==> src/rtl/regfile_wb_buffer.sv <==
// Writeback buffer in front of the regfile write port: queues (rd, data) results, drains them
// in order one per cycle, and forwards the youngest pending value for two read addresses.
module regfile_wb_buffer #(
    parameter int ADDRESS_WIDTH = 5,
    parameter int DATA_WIDTH    = 32,
    parameter int DEPTH         = 4
) (
    input  logic                       clk,
    input  logic                       rst_n,
    input  logic                       wb_valid_i,
    output logic                       wb_ready_o,
    input  logic [ADDRESS_WIDTH-1:0]   wb_rd_i,
    input  logic [DATA_WIDTH-1:0]      wb_data_i,
    input  logic                       drain_en_i,
    output logic                       WE3_o,
    output logic [ADDRESS_WIDTH-1:0]   AD3_o,
    output logic [DATA_WIDTH-1:0]      WD3_o,
    input  logic [ADDRESS_WIDTH-1:0]   AD1_i,
    input  logic [ADDRESS_WIDTH-1:0]   AD2_i,
    output logic                       fwd1_hit_o,
    output logic [DATA_WIDTH-1:0]      fwd1_data_o,
    output logic                       fwd2_hit_o,
    output logic [DATA_WIDTH-1:0]      fwd2_data_o,
    output logic [$clog2(DEPTH):0]     count_o,
    output logic                       full_o,
    output logic                       empty_o
);

    localparam int PW = $clog2(DEPTH);
    localparam int CW = PW + 1;

    logic [PW-1:0]            head_q, head_d;
    logic [PW-1:0]            tail_q, tail_d;
    logic [CW-1:0]            count_q, count_d;
    logic [ADDRESS_WIDTH-1:0] rd_mem_q   [DEPTH];
    logic [ADDRESS_WIDTH-1:0] rd_mem_d   [DEPTH];
    logic [DATA_WIDTH-1:0]    data_mem_q [DEPTH];
    logic [DATA_WIDTH-1:0]    data_mem_d [DEPTH];

    logic push;
    logic pop;

    assign full_o     = (count_q == CW'(DEPTH));
    assign empty_o    = (count_q == '0);
    assign wb_ready_o = !full_o;
    assign count_o    = count_q;

    // Writes to x0 complete the handshake but are dropped here.
    assign push  = wb_valid_i && !full_o && (wb_rd_i != '0);
    assign pop   = !empty_o && drain_en_i;
    assign WE3_o = pop;
    assign AD3_o = empty_o ? '0 : rd_mem_q[head_q];
    assign WD3_o = empty_o ? '0 : data_mem_q[head_q];

    always_comb begin
        head_d     = head_q;
        tail_d     = tail_q;
        count_d    = count_q;
        rd_mem_d   = rd_mem_q;
        data_mem_d = data_mem_q;
        if (push) begin
            rd_mem_d[tail_q]   = wb_rd_i;
            data_mem_d[tail_q] = wb_data_i;
            tail_d             = tail_q + PW'(1);
        end
        if (pop) begin
            head_d = head_q + PW'(1);
        end
        case ({push, pop})
            2'b10:   count_d = count_q + CW'(1);
            2'b01:   count_d = count_q - CW'(1);
            default: count_d = count_q;
        endcase
    end

    // Walk from oldest to youngest so the last match wins.
    always_comb begin
        fwd1_hit_o  = 1'b0;
        fwd1_data_o = '0;
        fwd2_hit_o  = 1'b0;
        fwd2_data_o = '0;
        for (int i = 0; i < DEPTH; i++) begin
            if (CW'(i) < count_q) begin
                if ((AD1_i != '0) && (rd_mem_q[head_q + PW'(i)] == AD1_i)) begin
                    fwd1_hit_o  = 1'b1;
                    fwd1_data_o = data_mem_q[head_q + PW'(i)];
                end
                if ((AD2_i != '0) && (rd_mem_q[head_q + PW'(i)] == AD2_i)) begin
                    fwd2_hit_o  = 1'b1;
                    fwd2_data_o = data_mem_q[head_q + PW'(i)];
                end
            end
        end
    end

    always_ff @(posedge clk or negedge rst_n) begin
        if (!rst_n) begin
            head_q  <= '0;
            tail_q  <= '0;
            count_q <= '0;
        end else begin
            head_q  <= head_d;
            tail_q  <= tail_d;
            count_q <= count_d;
        end
    end

    // Entry storage is never read while unoccupied, so it carries no reset.
    always_ff @(posedge clk) begin
        rd_mem_q   <= rd_mem_d;
        data_mem_q <= data_mem_d;
    end

endmodule

==> config.mk <==
export PLATFORM = sky130hd
export DESIGN_NAME = regfile_wb_buffer
export DESIGN_NICKNAME = d
export VERILOG_FILES = /design/src/rtl/regfile_wb_buffer.sv
export SDC_FILE = /design/constraint.sdc
export NUM_CORES = 1
export LEC_CHECK = 0
export BUFFER_PORTS_ARGS = -buffer_cell sky130_fd_sc_hd__buf_4
export CAP_MARGIN = 15
export CORE_MARGIN = 3
export CORE_UTILIZATION = 55
export CTS_BUF_LIST = sky130_fd_sc_hd__clkbuf_4
export DETAILED_ROUTE_END_ITERATION = 16
export GPL_TIMING_DRIVEN = 0
export HOLD_SLACK_MARGIN = 0.1
export PLACE_DENSITY = 0.8
export SYNTH_ARGS = -nofsm -noshare
export SYNTH_HDL_FRONTEND = slang
export SYNTH_SLANG_ARGS = --single-unit
==> constraint.sdc <==
create_clock -name clk -period 2.93 [get_ports clk]
set_input_delay 0.1465 -clock clk [delete_from_list [all_inputs] [get_ports clk]]
set_output_delay 0.1465 -clock clk [all_outputs]
set_load 0.03 [all_outputs]
==> results of run 1 <==
[Yosys cell counts, types with 4 or more instances]
| cell type | count |
|---|---|
| buf_2 | 31 |
| o31ai_1 | 63 |
| nor2_1 | 46 |
| mux2i_1 | 22 |
| nand4_1 | 5 |
| inv_1 | 8 |
| a311oi_1 | 31 |
| xor2_1 | 21 |
| buf_6 | 4 |
| mux2_2 | 14 |
| a21oi_1 | 4 |
| ha_1 | 9 |
| clkbuf_1 | 41 |
| buf_1 | 15 |
| mux4_2 | 134 |
| nor2b_1 | 98 |
| and2_1 | 7 |
| edfxtp_1 | 148 |
| nand2_1 | 75 |
| a221oi_1 | 31 |
| xnor2_1 | 24 |
| o21ai_0 | 6 |
| dfrtp_1 | 7 |
[what timing repair did]
action | in CTS | in global routing
buffers inserted | 36 | 55
hold buffers | 41 | 0
pin swaps | 57 | 50
setup endpoints to repair | 105 | 103
cloned | 6 | 9
gates resized for setup | 396 | 246
endpoints found under the hold margin | 158 | 0
[worst reg2reg max path: stages, from the launching register on]
cell	delay (ps)
dfrtp_1	580
inv_1	150
ha_1	240
nand2_1	120
o311a_1	340
and2_2	580
buf_12	300
[report_power, final]
part	total, W	switching, W	internal, W
sequential	0.00338	0.000445	0.00294
clock	0.00150	0.000897	0.000603
combinational	0.0159	0.00875	0.00711
total	0.0207	0.0101	0.0106
[metrics by stage]
stage | cells | power [W] | util (%) | worst slack, ps | area (µm²)
after floorplan | 885 | 0.0111 | - | -27.5 | 12200
after global placement | 1305 | 0.0140 | 66.7 | -737 | 13600
after detailed placement | 1309 | 0.0142 | 67.1 | -766 | 13700
after CTS | 1423 | 0.0180 | 81.9 | -718 | 16700
after global routing | 1481 | 0.0211 | 89.1 | -1270 | 18200
final | 1481 | 0.0207 | 89.1 | -1140 | 18200
[layout make-up]
cell class | instances | area [µm²] | area share (%)
tap | 270 | 338 | 1.86
sequential | 155 | 4620 | 25.4
buffer | 92 | 1110 | 6.11
inverter | 9 | 38.8 | 0.213
clock buffer | 18 | 135 | 0.742
clock inverter | 14 | 170 | 0.935
multi-input combinational | 626 | 8700 | 47.8
timing repair buffer | 297 | 3080 | 16.9
[flip-flops by register name, summed over array words and instances (netlist names)]
signal	flops
tail_q	2
rd_mem_q	20
data_mem_q	128
head_q	2
count_o	3
[layout by cell type, fill, tap and decap left out, types with 20 or more instances in the layout]
cell and count:
buf_12 36, a221oi_4 30, edfxtp_1 148, clkbuf_4 23, mux4_2 134, nor2b_4 33
nand2_1 49, nor2_1 35, buf_4 137, xor2_1 21, nor2b_1 46, a311oi_2 20
buf_6 101, o31ai_4 46, xnor2_1 20, dlygate4sd3_1 41
[logic make-up (layout without fill, tap and decap cells)]
| logic type | after synthesis | count (layout) | share of synthesized area [%] |
|---|---|---|---|
| simple gates | 252 | 252 | 11.3 |
| compound gates | 149 | 149 | 10.4 |
| fa+ha+maj | 9 | 9 | 0.978 |
| xor+xnor | 45 | 45 | 3.42 |
| mux | 171 | 171 | 29.6 |
| flops | 155 | 155 | 40.1 |
| buf+inv | 104 | 430 | 4.10 |
[worst paths after layout]
kind	start	end	cells past startpoint	slack, ps
setup / recovery	head_q[1]$_DFFE_PN0P_	fwd2_data_o[1]	13	-1140
hold / removal	wb_data_i[4]	data_mem_q[68]$_DFFE_PP_	2	260
setup reg to reg	count_o[0]$_DFFE_PN0P_	data_mem_q[28]$_DFFE_PP_	6	320
hold reg to reg	tail_q[1]$_DFFE_PN0P_	tail_q[1]$_DFFE_PN0P_	2	650
max in group asynchronous	rst_n	count_o[1]$_DFFE_PN0P_	3	2180
min in group asynchronous	rst_n	count_o[2]$_DFFE_PN0P_	3	480
[metal layers]
layer | share of wire (%) | global-route usage, % | vias to the layer above
met5 | 0 | 0 | -
met4 | 9.1 | 17.8 | 0
met3 | 15 | 8.04 | 519
met2 | 46 | 61.5 | 1492
met1 | 31 | 47.3 | 5560
li1 | - | - | 4232
==> run summary, run 1 <==
The run finished, with violations left. The checks that failed: setup timing. The dominant cell type by area after synthesis is edfxtp_1. The critical path goes through buf_6 -> buf_12 -> buf_12 -> mux2i_2 -> xnor2_1 -> nor4_2 -> a21oi_2 -> nor3b_4 -> buf_6 -> buf_12 -> a221oi_2 -> o31ai_2 -> buf_4.

The setup skew after layout came out at 24.7 ps. The worst path uses 139% of the clock period. The worst path buffer plus inverter count is 6. The max-capacitance violation count is 0. The total of buffers placed on input and output ports is 150. The largest driver fanout on the critical path came out at 10. The mean area per synthesized cell came out at 13.0 µm². The class of the tightest hold or removal check is in2reg. In the routed layout, each cell is associated on average with a via count of 7.97.

Across every metal layer, demand over resource in global routing totals 37.3%. The data arrival time of the worst path is 3920 ps. The total number of placement rows is 52. The number of levels the H-tree was split into came out at 4.

The routed layout has 11803 vias. The number of instances in the synthesized netlist is 885. The filler cell count in the final layout came out at 666.

After legalization and detailed placement, the total HPWL measured 24.6 mm. The DRC marker count from the first detailed-route iteration came out at 1912. The later-pin clock latency in the skew report came out at 630 ps. The areal power density over the cells is 1140 nW/µm². The placeable core region is 20400 µm². The final-layout setup total negative slack came out at -64690 ps.

The floorplan die area is 22700 µm². The number of distinct library cells after synthesis is 50. In this run the count of I/O pins placed on the die edge is 161. The count of unresolved DRC violations after routing came out at 0. At the worst endpoint, the required time is 2780 ps.

The first global-routing pass estimated 63.0 mm of wire. The count of endpoints failing setup in the final report is 98. TritonCTS built the clock tree.

The area added between synthesis and finish is 58.1%. The detail route stage leaves a number of antenna-violating nets equal to 0. After detailed routing, the average wire length per cell comes to 36.3 µm. Setup repair after global routing could not meet its margin everywhere. Summed over all layers, the global routing overflow is 0. The count of flip-flops with a built-in enable after synthesis is 148. The number of global-route vias before repair came out at 10726. For the finished layout, the period the worst path requires is 4070 ps. The number of antenna violations at the first check in global routing is 0.

The vertical die dimension came out at 151 µm. The total CTS buffers is 17. For this run, asynchronously set or reset flops after synthesis account for 4.52%. The highest attainable clock frequency came out at 246 MHz.

Among all flip-flop cells after synthesis, the most frequent one is edfxtp_1. The largest individual stage delay along the critical path comes from the cell o31ai_2. The number of failing hold endpoints at the final stage came out at 0. The number of iterations in the first detailed-routing pass is 6. The largest buffer count on any clock path came out at 2. The initial core utilization is 56.4%. The peak per-stage delay on the critical path came out at 480 ps. After synthesis, the largest area contributor takes up 38.6% of total cell area. The master cell of the clock root buffer is clkbuf_4. The layout cell share with drive strength beyond 1 is 63.1%. Grouping stages by cell kind, the critical path spends the most delay in buffers and inverters. The worst setup path is launched from a register. The cell type with the highest occurrence count on the critical path is buf_12. The headroom to the max-slew limit is 41.5%.

The number of storage elements in the synthesis netlist is 155. The sum of routed wire length over all layers came out at 53.8 mm. The total inserted antenna cells came out at 0. The number of max-slew violations in the final report is 0. Sequential cells were found to cover 40.1% of the synthesized design area.

The tightest hold path in the finished design has a slack of 260 ps. The area of the mapped netlist came out at 11500 µm². The maximum number of pins on one net before global-route repair is 31. The worst supply voltage drop on vdd came out at 796 µV. The total number of nets in the final design came out at 1258. In the post-synthesis netlist, the biggest area contributors are edfxtp_1 (39%), mux4_2 (26%), nor2b_1 (5.3%). The die is 151 µm wide. The transition time at the pin with the least slew margin is 878 ps. The capturing element type of the critical path is an output port. The number of clock sinks seen by CTS came out at 155. The critical path in this run is classified as reg2out.

Counting every net in the synthesized netlist gives 945. The clock-pin slew of the registers on the worst-case setup and hold paths is 140 ps. The slack of the critical path came out at -1140 ps. The congestion estimate from routability-driven global placement came to 0.949. The yosys synthesis warning count came out at 0.

In this run the static leakage power is 6.58 nW.
No activity file was read; power rests on OpenSTA's default activity.
==> inputs of run 2 (changes only) <==
CORE_UTILIZATION = 60   (was 55)
PLACE_DENSITY = 0.83   (was 0.8)
REMOVE_ABC_BUFFERS = 1   (was default)
SLEW_MARGIN = 20   (was default)
clock period = 3.9 ns   (was 2.93 ns; I/O delays follow)
==> run 2 against run 1 <==
  * The flow still finishes with violations (setup timing)
  * Non-clock buffer count shrank 90
  * Clock skew grew 4.1 ps
  * Clock power shrank 32%
  * Largest cell class unchanged
  * Global-route usage shrank 5.8 points
  * Combinational power shrank 44%
  * Routed wire length shrank 32%
  * Critical endpoint is now fwd1_data_o[27]
==> run summary, run 2 (synthesis gave the netlist of run 1 again) <==
Outcome: finished, violations left (unchanged). Failing checks: setup timing (unchanged). The average vias per placed instance is 7.23 (was 7.97). The count of endpoints failing setup in the final report is 62 (was 98). The worst path uses 106% of the clock period. The minimum clock period after layout is 4140 ps. The number of global-route vias before repair is 9188 (was 10726). The data arrival time of the worst path was 3940 ps (was 3920 ps). The leading cell type in the layout, fill and taps excluded was buf_4 (was edfxtp_1). The largest buffer count on any clock path is 2 (unchanged).

The final design utilization came out at 80.4% (was 89.1%). The combinational share of power came out at 71.5% (was 76.5%). The minimum setup slack after placement came out at -428 ps (was -766 ps).

The maximum number of pins on one net before global-route repair is 53 (was 31). The areal power density over the cells came out at 827 nW/µm² (was 1140 nW/µm²). The vertical die dimension came out at 145 µm (was 151 µm). The transition time at the pin with the least slew margin is 1350 ps (was 878 ps).

The post-detailed-route count of antenna-violating nets is 0 (unchanged). The final instance area was 15100 µm² (was 18200 µm²). The total number of nets in the final design is 1174 (was 1258).

The largest driver fanout on the critical path came out at 8 (was 10). The slack of the critical path is -236 ps (was -1140 ps). The total number of placement rows is 50 (was 52). The count of non-filler cells in the finished layout came to 1363 (was 1481). The cell count after placement came out at 1225 (was 1309). The average routed wire per standard cell was 27.0 µm (was 36.3 µm). The worst supply voltage drop on vdd came out at 764 µV (was 796 µV).

The total of buffers placed on input and output ports was 160 (was 150). The family of cells with the greatest summed delay on the critical path is simple AND/OR/NAND/NOR gates (was buffers and inverters). The I/O pin total came out at 161 (unchanged). The headroom to the max-slew limit is 9.77% (was 41.5%). The part of the total power dissipated in the clock network was 8.2% (was 7.2%). Static timing analysis puts the maximum clock frequency at 242 MHz. The cell at the slowest stage of the critical path is or4_4 (was o31ai_2).

The vias after detailed routing is 9852 (was 11803). The CTS tree is built (unchanged). The layout cell share with drive strength beyond 1 is 46.1% (was 63.1%). The max-capacitance violation count came to 0 (unchanged). The setup skew after layout came out at 28.8 ps (was 24.7 ps). The number of failing hold endpoints at the final stage is 0 (unchanged).

The number of flip-flops in the largest register is 128 (unchanged). The number of antenna violations at the first check in global routing is 2 (was 0). The capturing element type of the critical path is an output port (unchanged). The worst path buffer plus inverter count was 4 (was 6).

The net switching share of the total power was 45.8% (was 48.7%). The kind of start point of the critical path is a register (unchanged). The number of levels the H-tree was split into came out at 4 (unchanged).

The reported net switching power came to 0.00572 W (was 0.0101 W). Setup repair after global routing missed its margin: true (unchanged). Cell-by-cell listing of the critical path: buf_12 -> buf_6 -> mux4_2 -> xnor2_2 -> nand4_1 -> buf_6 -> or4_4 -> a311oi_1 -> o31ai_1 -> buf_4 (was buf_6 -> buf_12 -> buf_12 -> mux2i_2 -> xnor2_1 -> nor4_2 -> a21oi_2 -> nor3b_4 -> buf_6 -> buf_12 -> a221oi_2 -> o31ai_2 -> buf_4). The number of iterations in the first detailed-routing pass is 5 (was 6). The most flop-heavy register is data_mem_q (unchanged). The initial core utilization is 61.4% (was 56.4%).

The number of max-slew violations in the final report came out at 0 (unchanged). The placed cell area is 13100 µm² (was 13700 µm²). The sum of routed wire length over all layers came to 36.8 mm (was 53.8 mm). The leakage power came to 5.40 nW (was 6.58 nW). The category of the critical setup timing path is reg2out (unchanged). The DRC marker count from the first detailed-route iteration is 1142 (was 1912).

The area added between synthesis and finish is 31.1% (was 58.1%). The placeable core region was 18800 µm² (was 20400 µm²). The peak per-stage delay on the critical path is 650 ps (was 480 ps). The total overflow reported by the global router is 0 (unchanged). The design internal power is 0.00676 W (was 0.0106 W). The critical hold path startpoint is wb_data_i[31] (was wb_data_i[4]). The worst reg2reg path startpoint is count_o[0]$_DFFE_PN0P_ (unchanged). Commonest cells after routing, fill and taps aside: buf_4 (205), edfxtp_1 (148), mux4_2 (134) (was edfxtp_1 (148), buf_4 (137), mux4_2 (134)).

The total CTS buffers came out at 17 (unchanged). The wire length of the first global-routing pass was 49.8 mm (was 63.0 mm). The cell type with the highest occurrence count on the critical path was buf_6 (was buf_12). The horizontal die dimension is 145 µm (was 151 µm). The overall track demand over capacity in global routing came to 31.4% (was 37.3%). The number of clock sinks seen by CTS was 155 (unchanged).

The final weighted congestion of routability-driven global placement was 0.917 (was 0.949). The floorplan die area came to 20900 µm² (was 22700 µm²). The required time of the critical path is 3700 ps (was 2780 ps). The later-pin clock latency in the skew report is 580 ps (was 630 ps).

The clock-pin slew of the registers on the worst-case setup and hold paths is 140 ps (about the same). The relative contribution of sequential cells to total power is 20.3% (was 16.3%). The class of the tightest hold or removal check is in2reg (unchanged).

The master cell of the clock root buffer is clkbuf_4 (unchanged). The detailed placement HPWL is 20.4 mm (was 24.6 mm). The count of unresolved DRC violations after routing is 0 (unchanged).

The critical path launch point is head_q[1]$_DFFE_PN0P_ (unchanged).
## run 2: repair_timing
action                                  4_1_cts  5_1_grt
buffers inserted                             24       27
hold buffers                                 41        0
pin swaps                                     7       60
hold endpoints to repair                    158        0
gates cloned                                  5        7
resized for setup                            14      112
endpoints found under the setup margin       66       64
## run 2: worst paths after layout
check                                           endpoint  slack (ps)  cells past startpoint
worst max-delay path                     fwd1_data_o[27]        -240                     10
worst min-delay path            data_mem_q[63]$_DFFE_PP_         360                      2
worst max register to register  data_mem_q[44]$_DFFE_PP_        1280                      6
worst min register to register     tail_q[0]$_DFFE_PN0P_         650                      2
max in group asynchronous          head_q[0]$_DFFE_PN0P_        3030                      3
min in group asynchronous         count_o[0]$_DFFE_PN0P_         580                      3
## run 2: area by class of cell
class	instances	area, µm²
Multi-Input combinational cell	632	6940
Sequential cell	155	4630
Fill cell	978	3680
Timing Repair Buffer	299	2890
Tap cell	234	293
Clock inverter	14	153
Clock buffer	18	135
Inverter	9	46.3
Antenna cell	2	5.00
## run 2: metrics by stage
stage               hold WS, ps  power (W)  setup TNS (ps)
detailed placement         14.5     0.0101           -5610
finish                      355     0.0125           -5510
global placement           10.5    0.00901         -897590
CTS                         329     0.0116           -82.7
floorplan                  -101    0.00804         -583140
global route                331     0.0130          -10100
## run 2: power groups by stage
stage	Sequential [W]	Combinational, W	Clock, W
after detailed placement	0.00266	0.00741	0
final	0.00253	0.00892	0.00102
after floorplan	0.00294	0.00511	0
after CTS	0.00249	0.00804	0.00102
after global placement	0.00297	0.00604	0
after global routing	0.00256	0.00935	0.00110
## run 2: per-layer routing
metal / global-route usage, % / wire length (µm)
met5: 0 / 0
met2: 53.0 / 18400
met3: 5.85 / 4030
met4: 12.9 / 1970
met1: 40.5 / 12400
## run 2: worst register-to-register path, cell delays in order (launching register included)
cell	delay [ps]
dfrtp_1	530
inv_1	140
ha_1	240
nand2_1	110
o311a_1	360
and2_2	690
buf_16	240
